<file path="config.mk">
export PLATFORM = sky130hd
export DESIGN_NAME = piso_tx_asyn_rstn
export DESIGN_NICKNAME = d
export VERILOG_FILES = /design/src/rtl/piso_tx_pkg.sv /design/src/rtl/piso_bit_counter.sv /design/src/rtl/piso_tx_asyn_rstn.sv
export SDC_FILE = /design/constraint.sdc
export NUM_CORES = 1
export LEC_CHECK = 0
export ABC_CLOCK_PERIOD_IN_PS = 1900
export BUFFER_PORTS_ARGS = -buffer_cell sky130_fd_sc_hd__buf_2
export CAP_MARGIN = 20
export CORE_MARGIN = 2
export CORE_UTILIZATION = 45
export DETAILED_ROUTE_END_ITERATION = 10
export HOLD_SLACK_MARGIN = 0.05
export PLACE_DENSITY = 0.7
export SLEW_MARGIN = 20
export SYNTH_ARGS = -nofsm -noshare
export SYNTH_HDL_FRONTEND = slang
export SYNTH_HIERARCHICAL = 1
export SYNTH_SLANG_ARGS = --single-unit
export TNS_END_PERCENT = 20
</file>
<file path="constraint.sdc">
create_clock -name clk -period 1.9 [get_ports clk]
set_input_delay 0.38 -clock clk [delete_from_list [all_inputs] [get_ports clk]]
set_output_delay 0.38 -clock clk [all_outputs]
set_load 0.01 [all_outputs]
</file>
<file path="src/rtl/piso_tx_pkg.sv">
// -----------------------------------------------------------------------------
// piso_tx_pkg
// Shared types and helpers for the parallel-in/serial-out transmitter.
//   state_t    : transmitter FSM state encoding (IDLE, SHIFT, GAP)
//   calc_cnt_w : width of the shared bit/gap counter, sized so the counter can
//                hold max(WIDTH, GAP_CYCLES) without wrapping inside a frame
// -----------------------------------------------------------------------------
package piso_tx_pkg;

  typedef enum logic [1:0] {
    IDLE  = 2'd0,
    SHIFT = 2'd1,
    GAP   = 2'd2
  } state_t;

  function automatic int calc_cnt_w(input int width, input int gap_cycles);
    int max_val;
    max_val = (width > gap_cycles) ? width : gap_cycles;
    return $clog2(max_val + 1);
  endfunction

endpackage

</file>
<file path="src/rtl/piso_bit_counter.sv">
// -----------------------------------------------------------------------------
// piso_bit_counter
// Up-counter shared by the SHIFT and GAP phases of the transmitter.
// Ports:
//   clk     : clock, rising edge
//   reset_n : asynchronous active-low reset, clears the count
//   clr     : synchronous clear (wins over en)
//   en      : count enable
//   limit   : runtime terminal value for the current phase
//   count   : current count
//   last    : count equals limit
// -----------------------------------------------------------------------------
module piso_bit_counter #(
  parameter int CNT_W = 4
) (
  input  logic             clk,
  input  logic             reset_n,
  input  logic             clr,
  input  logic             en,
  input  logic [CNT_W-1:0] limit,
  output logic [CNT_W-1:0] count,
  output logic             last
);

  logic [CNT_W-1:0] count_reg;

  always_ff @(posedge clk or negedge reset_n) begin
    if (!reset_n) begin
      count_reg <= '0;
    end else if (clr) begin
      count_reg <= '0;
    end else if (en) begin
      count_reg <= count_reg + CNT_W'(1);
    end
  end

  assign count = count_reg;
  assign last  = (count_reg == limit);

endmodule

</file>
<file path="src/rtl/piso_tx_asyn_rstn.sv">
// -----------------------------------------------------------------------------
// piso_tx_asyn_rstn
// Parallel-in/serial-out transmitter. Accepts one WIDTH-bit word per
// handshake in IDLE, shifts it out one bit per clock in SHIFT with framing
// strobes, then idles for GAP_CYCLES cycles in GAP before accepting again.
// Ports:
//   clk         : clock, rising edge
//   reset_n     : asynchronous active-low reset
//   load_valid  : producer offers load_data
//   load_data   : word to transmit (sampled only at the accept edge)
//   load_ready  : high only in IDLE
//   sdo / sdo_n : serial data and its complement (line idles low)
//   sdo_valid   : sdo carries a frame bit
//   frame_start : first bit of the frame is on sdo
//   frame_end   : last bit of the frame is on sdo
//   busy        : FSM is not in IDLE
// All outputs decode registered state only.
// -----------------------------------------------------------------------------
module piso_tx_asyn_rstn
  import piso_tx_pkg::*;
#(
  parameter int WIDTH      = 8,
  parameter int LSB_FIRST  = 1,
  parameter int GAP_CYCLES = 1
) (
  input  logic             clk,
  input  logic             reset_n,
  input  logic             load_valid,
  input  logic [WIDTH-1:0] load_data,
  output logic             load_ready,
  output logic             sdo,
  output logic             sdo_n,
  output logic             sdo_valid,
  output logic             frame_start,
  output logic             frame_end,
  output logic             busy
);

  localparam int CNT_W = calc_cnt_w(WIDTH, GAP_CYCLES);
  localparam logic [CNT_W-1:0] SHIFT_LIMIT = CNT_W'(WIDTH - 1);
  // With no gap the GAP state is unreachable; the limit value is irrelevant.
  localparam logic [CNT_W-1:0] GAP_LIMIT =
    (GAP_CYCLES > 0) ? CNT_W'(GAP_CYCLES - 1) : '0;

  state_t           state_reg, state_next;
  logic [WIDTH-1:0] shift_reg, shift_next;
  logic [WIDTH-1:0] shifted;
  logic             head_bit;

  logic             cnt_clr;
  logic             cnt_en;
  logic [CNT_W-1:0] cnt_limit;
  logic [CNT_W-1:0] cnt_value;
  logic             cnt_last;

  // Move every bit one position toward the head; the vacated tail fills with 0.
  genvar gi;
  generate
    for (gi = 0; gi < WIDTH; gi++) begin : g_shift
      if (LSB_FIRST != 0) begin : g_lsb
        if (gi == WIDTH - 1) begin : g_tail
          assign shifted[gi] = 1'b0;
        end else begin : g_body
          assign shifted[gi] = shift_reg[gi+1];
        end
      end else begin : g_msb
        if (gi == 0) begin : g_tail
          assign shifted[gi] = 1'b0;
        end else begin : g_body
          assign shifted[gi] = shift_reg[gi-1];
        end
      end
    end
  endgenerate

  assign head_bit = (LSB_FIRST != 0) ? shift_reg[0] : shift_reg[WIDTH-1];

  piso_bit_counter #(
    .CNT_W (CNT_W)
  ) u_bit_counter (
    .clk     (clk),
    .reset_n (reset_n),
    .clr     (cnt_clr),
    .en      (cnt_en),
    .limit   (cnt_limit),
    .count   (cnt_value),
    .last    (cnt_last)
  );

  always_ff @(posedge clk or negedge reset_n) begin
    if (!reset_n) begin
      state_reg <= IDLE;
      shift_reg <= '0;
    end else begin
      state_reg <= state_next;
      shift_reg <= shift_next;
    end
  end

  always_comb begin
    state_next = state_reg;
    shift_next = shift_reg;
    cnt_clr    = 1'b0;
    cnt_en     = 1'b0;
    cnt_limit  = (state_reg == GAP) ? GAP_LIMIT : SHIFT_LIMIT;
    case (state_reg)
      IDLE: begin
        if (load_valid) begin
          shift_next = load_data;
          cnt_clr    = 1'b1;
          state_next = SHIFT;
        end
      end
      SHIFT: begin
        shift_next = shifted;
        if (cnt_last) begin
          // Counter reloads to 0 so the GAP phase reuses it.
          cnt_clr    = 1'b1;
          state_next = (GAP_CYCLES > 0) ? GAP : IDLE;
        end else begin
          cnt_en = 1'b1;
        end
      end
      GAP: begin
        if (cnt_last) begin
          cnt_clr    = 1'b1;
          state_next = IDLE;
        end else begin
          cnt_en = 1'b1;
        end
      end
      default: begin
        state_next = IDLE;
      end
    endcase
  end

  logic in_shift;
  assign in_shift    = (state_reg == SHIFT);
  assign sdo         = in_shift & head_bit;
  assign sdo_n       = ~sdo;
  assign sdo_valid   = in_shift;
  assign frame_start = in_shift & (cnt_value == '0);
  assign frame_end   = in_shift & cnt_last;
  assign busy        = (state_reg != IDLE);
  assign load_ready  = (state_reg == IDLE);

endmodule
</file>
==> impl_results.md, run 1 <==
- Status: finished with violations
- Failing checks: setup timing
- Setup ws final: -0.177 ns
- Util after Layout: 59.6%
- Die area: between 2000 and 2500 sq um
- Max Cap Violations: 0
- Drt wl/cell: between 10 and 15 microns
- Finished Layout Cells: 149
- CTS tree: built
- Cells after Synth: 94
- Initial antenna violation count: 0
- FF/Latch Area: 352 sq um
- Total congestion overflow: 0
- Post-synthesis adder-cell area fraction: about a tenth
- DR vias/cell: between 5 and 6
- Worst Path Max Fanout: 3
- P_leak: 0.000579 uW
- IO buf count: 17
- # DRC: 0
- Fin area: approximately 1200 sq um
- Initial DRC Count: 13
- CTS Sinks: 14
- Yosys top cell by area: dfrtp_1
- Finish-stage setup viols: 2
- Final Slew Violations: 0
- Final Critical Period: 2.08 ns
- Clk_skew: about 0.005 ns
- PD cells: 1650 nW/um^2
- TritonCTS buffer count: 3
- Drt first pass iters: 4
- Worst path cell trace: inv_2, ha_4, inv_4, xor2_1, nor4_2, and2_1, buf_2
- Slowest-stage cell, CP: dfrtp_1
- Global-route wire length before repair: 3360 microns
- Worst-skew pair later-pin latency: about 0.27 ns
- Mapped cell area: 928 sq um
- Syn Nets: 112
- Die Y: 49.4 microns
- Worst VDD drop: 0.883 mV
- Fmax: 482 MHz
- Multi-input gate area: 536 sq um
- DRT antenna net count: 0
- I/O pin count: 18
- Core Area: slightly below 2000 sq um
- Largest net degree at the start of global routing: 15
- Worst path max stage delay: 0.39 ns
- Seq/Total Area, Yosys: 37.7%
- Worst Setup Start Kind: flip-flop
- Hold Crit Class: input pin to flip-flop
- Unrepaired setup endpoints after global routing: yes
- Most common cell after layout, fill and taps aside: buf_2
- Clock slew at reported path FFs: 0.08 ns
- Via count: 760
- Final GP Congestion: 0.754
- HPWL after DPL: 1400 microns
- Clock Path Buffers: 2
- Synth top area share: a little under two fifths
- Main combinational cell family by area after synthesis: compound AO/OA/AOI/OAI gates
- Buffers & Inverters on Critical Path: 3
- Total GRT Usage: between 15 and 20%
- Site Rows: 16
- Syn-to-layout area delta: 25.9%
- Antenna diodes: 0
- Flops & latches, synth: 14
- Ranking of synthesized cells by area: dfrtp_1, a221oi_2, ha_1
- # nets final: about 140
- Post-synth EDFFs: 0
- Reg2Reg Setup Slack: -0.04 ns
- Die width: 49.4 microns
- Most frequent cells in the layout: buf_2, dfrtp_1, inv_1
- Layout cells sized above 1: 41.8%
- Top routing layer in use: met4
- Netlist cell types: 29
- M1 WL: 928 microns
- Top cell family by delay on the critical path: simple AND/OR/NAND/NOR gates
- Post-synth ARST share: 100%
- Simple-gate share of the synthesized area: 14.0%
- Post-route clock period utilization: 109%
- Synth warnings: 6
- WL met3: between 60 and 70 microns
- Placed cells: 142
- H-tree levels: 1
- Root buffer cell: clkbuf_4
- Syn avg cell area: 9.88 sq um
- Crit. End Element: primary output
- Initial core utilization: 47.3%
- Final WL: between 1500 and 2000 microns
- Mux contribution to synthesized area: 2.70%
- Worst endpoint required time: 1.52 ns
- Synth Area in XOR/XNOR: 4.72%
- Wire length on met2: roughly 940 microns
- Number of global-route vias before repair: 763
- Fillers: 194
- WP data arrival: 1.70 ns
- Placed inst area: 1100 sq um
- Max reg flops: 8
- Main flop type after synthesis: dfrtp_1
- Critical path type: flip-flop to primary output
- Endpoints failing hold: 0
- Compound-Gate Fraction of Synth Area: 23.0%
path summary, 6_finish.rpt:
check | start | to | depth (start not counted)
worst max-delay path | state_reg[0] | frame_end | 7
worst min-delay path | load_data[1] | shift_reg[1] | 3
worst max register to register | state_reg[0] | u_bit_counter/count[3] | 10
worst min register to register | shift_reg[2] | shift_reg[1] | 2
max in group asynchronous | reset_n | u_bit_counter/count[1] | 2
min in group asynchronous | reset_n | shift_reg[2] | 2
kinds of logic after synthesis:
| group | after synthesis |
|---|---|
| DFF | 14 |
| and+or+nand+nor | 24 |
| buffers and inverters | 17 |
| AOI/OAI and AO/OA | 24 |
| muxes | 2 |
| other | 1 |
| adders and majority gates | 7 |
| xor gates and xnor gates | 5 |
power by group:
part,total [uW],leakage (uW),internal [uW],switching [uW]
sequential,546,0.000163,431,115
clock,162,0.0000138,73.2,89.0
combinational,1220,0.000402,578,641
total,1930,0.000579,1080,845
cells in the mapped netlist, drive strengths merged (2+ instances only):
master and number:
xor2 4, nor2b 2, nand2 2, dfrtp 14
inv 14, ha 7, a21oi 5, buf 3
a221oi 7, and2 2, o22ai 8, nor2 12
repair_timing:
action	in CTS	in global routing
setup endpoints to repair	3	8
hold buffers	1	0
hold endpoints to repair	14	0
gates resized for setup	2	3
pin swaps	2	0
setup buffers	3	0
stage by stage:
stage	total power (uW)	setup TNS [ns]	hold WS (ns)	setup WS (ns)
CTS	1920	-0.181	0.440	-0.169
detailed placement	1720	-0.0358	0.298	-0.0358
global placement	1680	0	0.301	0.0439
finish	1930	-0.215	0.442	-0.177
global route	2090	-0.723	0.437	-0.287
floorplan	1390	-0.0192	0.0844	-0.0192
cell type report:
type	instances	area share [%]
multi-input cells	63	45.8
flip-flops and latches	14	30.1
repair buffers	28	14.6
inverters	14	4.71
well taps	27	2.89
clock buffers	3	1.93
per-layer routing:
metal,vias up,track usage (%)
li1,390,-
met1,356,25.0
met2,12,27.3
met3,2,2.15
met4,0,6.94
met5,-,0
tightest hold or removal path, delay by kind of cell:
family / cells / cell delay, ns
buf+inv: 1 / 0.10
compound gates: 2 / 0.20
(Power assumes the default switching activity.)
==> run 2, diff against run 1 <==
- GPL_ROUTABILITY_DRIVEN: not set -> 0
- RECOVER_POWER: not set -> 100
==> run 2 against run 1 <==
Setup slack improved by 0.0023 ns; register-to-register slack barely moved; critical endpoint unchanged; sequential share of layout area rose by 0.86 points; the flow still finishes with violations (setup timing); maximum frequency rose by 0.11%; power fell by 3.7%; combinational power fell by 6%; flip-flop and latch count did not move; design area fell by 2.8%.
==> impl_results.md, run 2 (synthesis gave the netlist of run 1 again) <==
- Global-route wire length before repair: 3360 microns
- Util after Layout: 57.9%
- Antenna diodes: 0
- FF-to-FF End: u_bit_counter/count[3]
- Crit. End Element: primary output
- Total GRT Usage: 17.6%
- Min-delay src: load_data[6]
- Clock slew at reported path FFs: 0.08 ns
- I/O pin count: 18
- Hold Crit Class: input pin to flip-flop
- Final Slew Violations: 0
- Worst-skew pair later-pin latency: 0.27 ns
- Hold endpoint: shift_reg[6]
- Drt first pass iters: 4
- HPWL after DPL: 1400 microns
- Worst VDD drop: 0.814 mV
- Finish-stage setup viols: 2
- Worst Hold Depth: 3
- # DRC: 0
- Largest net degree at the start of global routing: 15
- Reg2Reg Setup Slack: -0.04 ns
- Initial core utilization: 47.3%
- Endpoints failing hold: 0
- Failing checks: setup timing
- Most frequent cells in the layout: buf_2, dfrtp_1, inv_1
- Pin slew with the least headroom to its limit: 0.769 ns
- CTS tree: built
- Worst Setup Start Kind: flip-flop
- Rel. slew slack: 48.8%
- Drt wl/cell: 13.0 microns
- IO buf count: 17
- Max Cap Violations: 0
- P_leak: 0.000562 uW
- Placed inst area: 1100 sq um
- Via count: 771
- WP data arrival: between 1.5 and 2 ns
- Number of global-route vias before repair: 763
- Layout cells sized above 1: 35.2%
- Syn-to-layout area delta: 22.4%
- CTS Sinks: 14
- Status: finished with violations
- Unrepaired setup endpoints after global routing: yes
- Clk_skew: between 0.005 and 0.006 ns
- Critical R2R Launch: state_reg[0]
- Die Y: between 40 and 50 microns
- H-tree levels: 1
- Clock Path Buffers: 2
- Final WL: 1940 microns
- Worst Path Max Fanout: 3
- DR vias/cell: 5.17
- Post-route clock period utilization: 109%
- Worst path cell trace: inv_2, ha_4, inv_4, xor2_1, nor4_2, and2_1, buf_2
- Worst endpoint required time: 1.52 ns
- Fmax: 482 MHz
- Initial DRC Count: 15
- # nets final: 142
- Site Rows: 16
- Die area: 2440 sq um
- Core Area: 1960 sq um
- PD cells: 1630 nW/um^2
- Setup ws final: -0.175 ns
- Final hold slack: 0.439 ns
- Reg2Reg Depth: 10
- Final Critical Period: 2.07 ns
- Fin area: around 1100 sq um
- DRT antenna net count: 0
- Initial antenna violation count: 0
- Max reg flops: 8
- Critical path type: flip-flop to primary output
- Total congestion overflow: 0
- Root buffer cell: clkbuf_4
- TritonCTS buffer count: 3
- Worst path max stage delay: 0.39 ns
- Die width: 49.4 microns
- Slowest-stage cell, CP: dfrtp_1
[run 2: changes by cell type in the layout (fill, tap and decap cells not counted)]
| cell | change |
|---|---|
| buf_4 | -1 |
| buf_2 | -4 |
| a221oi_1 | +4 |
| clkbuf_1 | +4 |
| clkbuf_2 | +1 |
| a221oi_2 | -4 |
[run 2: where the power goes]
part           switching [uW]  leakage, uW  total (uW)  internal (uW)
Sequential                115     0.000163         546            431
Clock                    89.4    0.0000138         163           73.2
Combinational             610     0.000385        1150            538
Total                     814     0.000562        1860           1040
[run 2: layout make-up]
type	count	area (sq um)
clock buffer	3	22.5
sequential	14	352
fill	204	826
tap	27	33.8
timing repair buffer	28	163
inverter	14	55.1
multi-input combinational	63	510
[run 2: per-layer routing]
| metal | part of all wire (%) | GRT usage (%) | wire length, microns |
|---|---|---|---|
| met5 | 0 | 0 | 0 |
| met4 | 0.67 | 6.94 | 13 |
| met3 | 3.8 | 2.15 | 74 |
| met2 | 48 | 27.3 | 930 |
| met1 | 47 | 25.0 | 917 |
[run 2: critical path: cells and delay by family, from the launching register on]
family                   cells  cell delay, ns
XOR/XNOR                     1            0.16
adder cells (fa/ha/maj)      1            0.14
buffers and inverters        3            0.25
flip-flops                   1            0.39
AND/OR/NAND/NOR              2            0.49
[run 2: how the worst max path moves through the flow]
stage                       startpoint                     end
after floorplan           state_reg[0]  u_bit_counter/count[3]
after global placement    state_reg[0]  u_bit_counter/count[3]
after detailed placement  state_reg[0]  u_bit_counter/count[3]
after CTS                 state_reg[0]               frame_end
after global routing      state_reg[0]               frame_end
final                     state_reg[0]               frame_end
[run 2: metrics by stage]
step                      instances  worst slack [ns]  setup TNS [ns]  total power (uW)
after global routing            149            -0.287          -0.744              2020
after global placement          142            0.0439               0              1680
after floorplan                  94           -0.0192         -0.0192              1390
after CTS                       149            -0.169          -0.181              1920
final                           149            -0.175          -0.213              1860
after detailed placement        142           -0.0358         -0.0358              1720
[run 2: what timing repair did]
| action | CTS | global route |
|---|---|---|
| gates resized for setup | 2 | 3 |
| setup buffers | 3 | 0 |
| hold buffers | 1 | 0 |
| endpoints found under the setup margin | 3 | 8 |
| pin swaps | 2 | 0 |
| hold endpoints to repair | 14 | 0 |
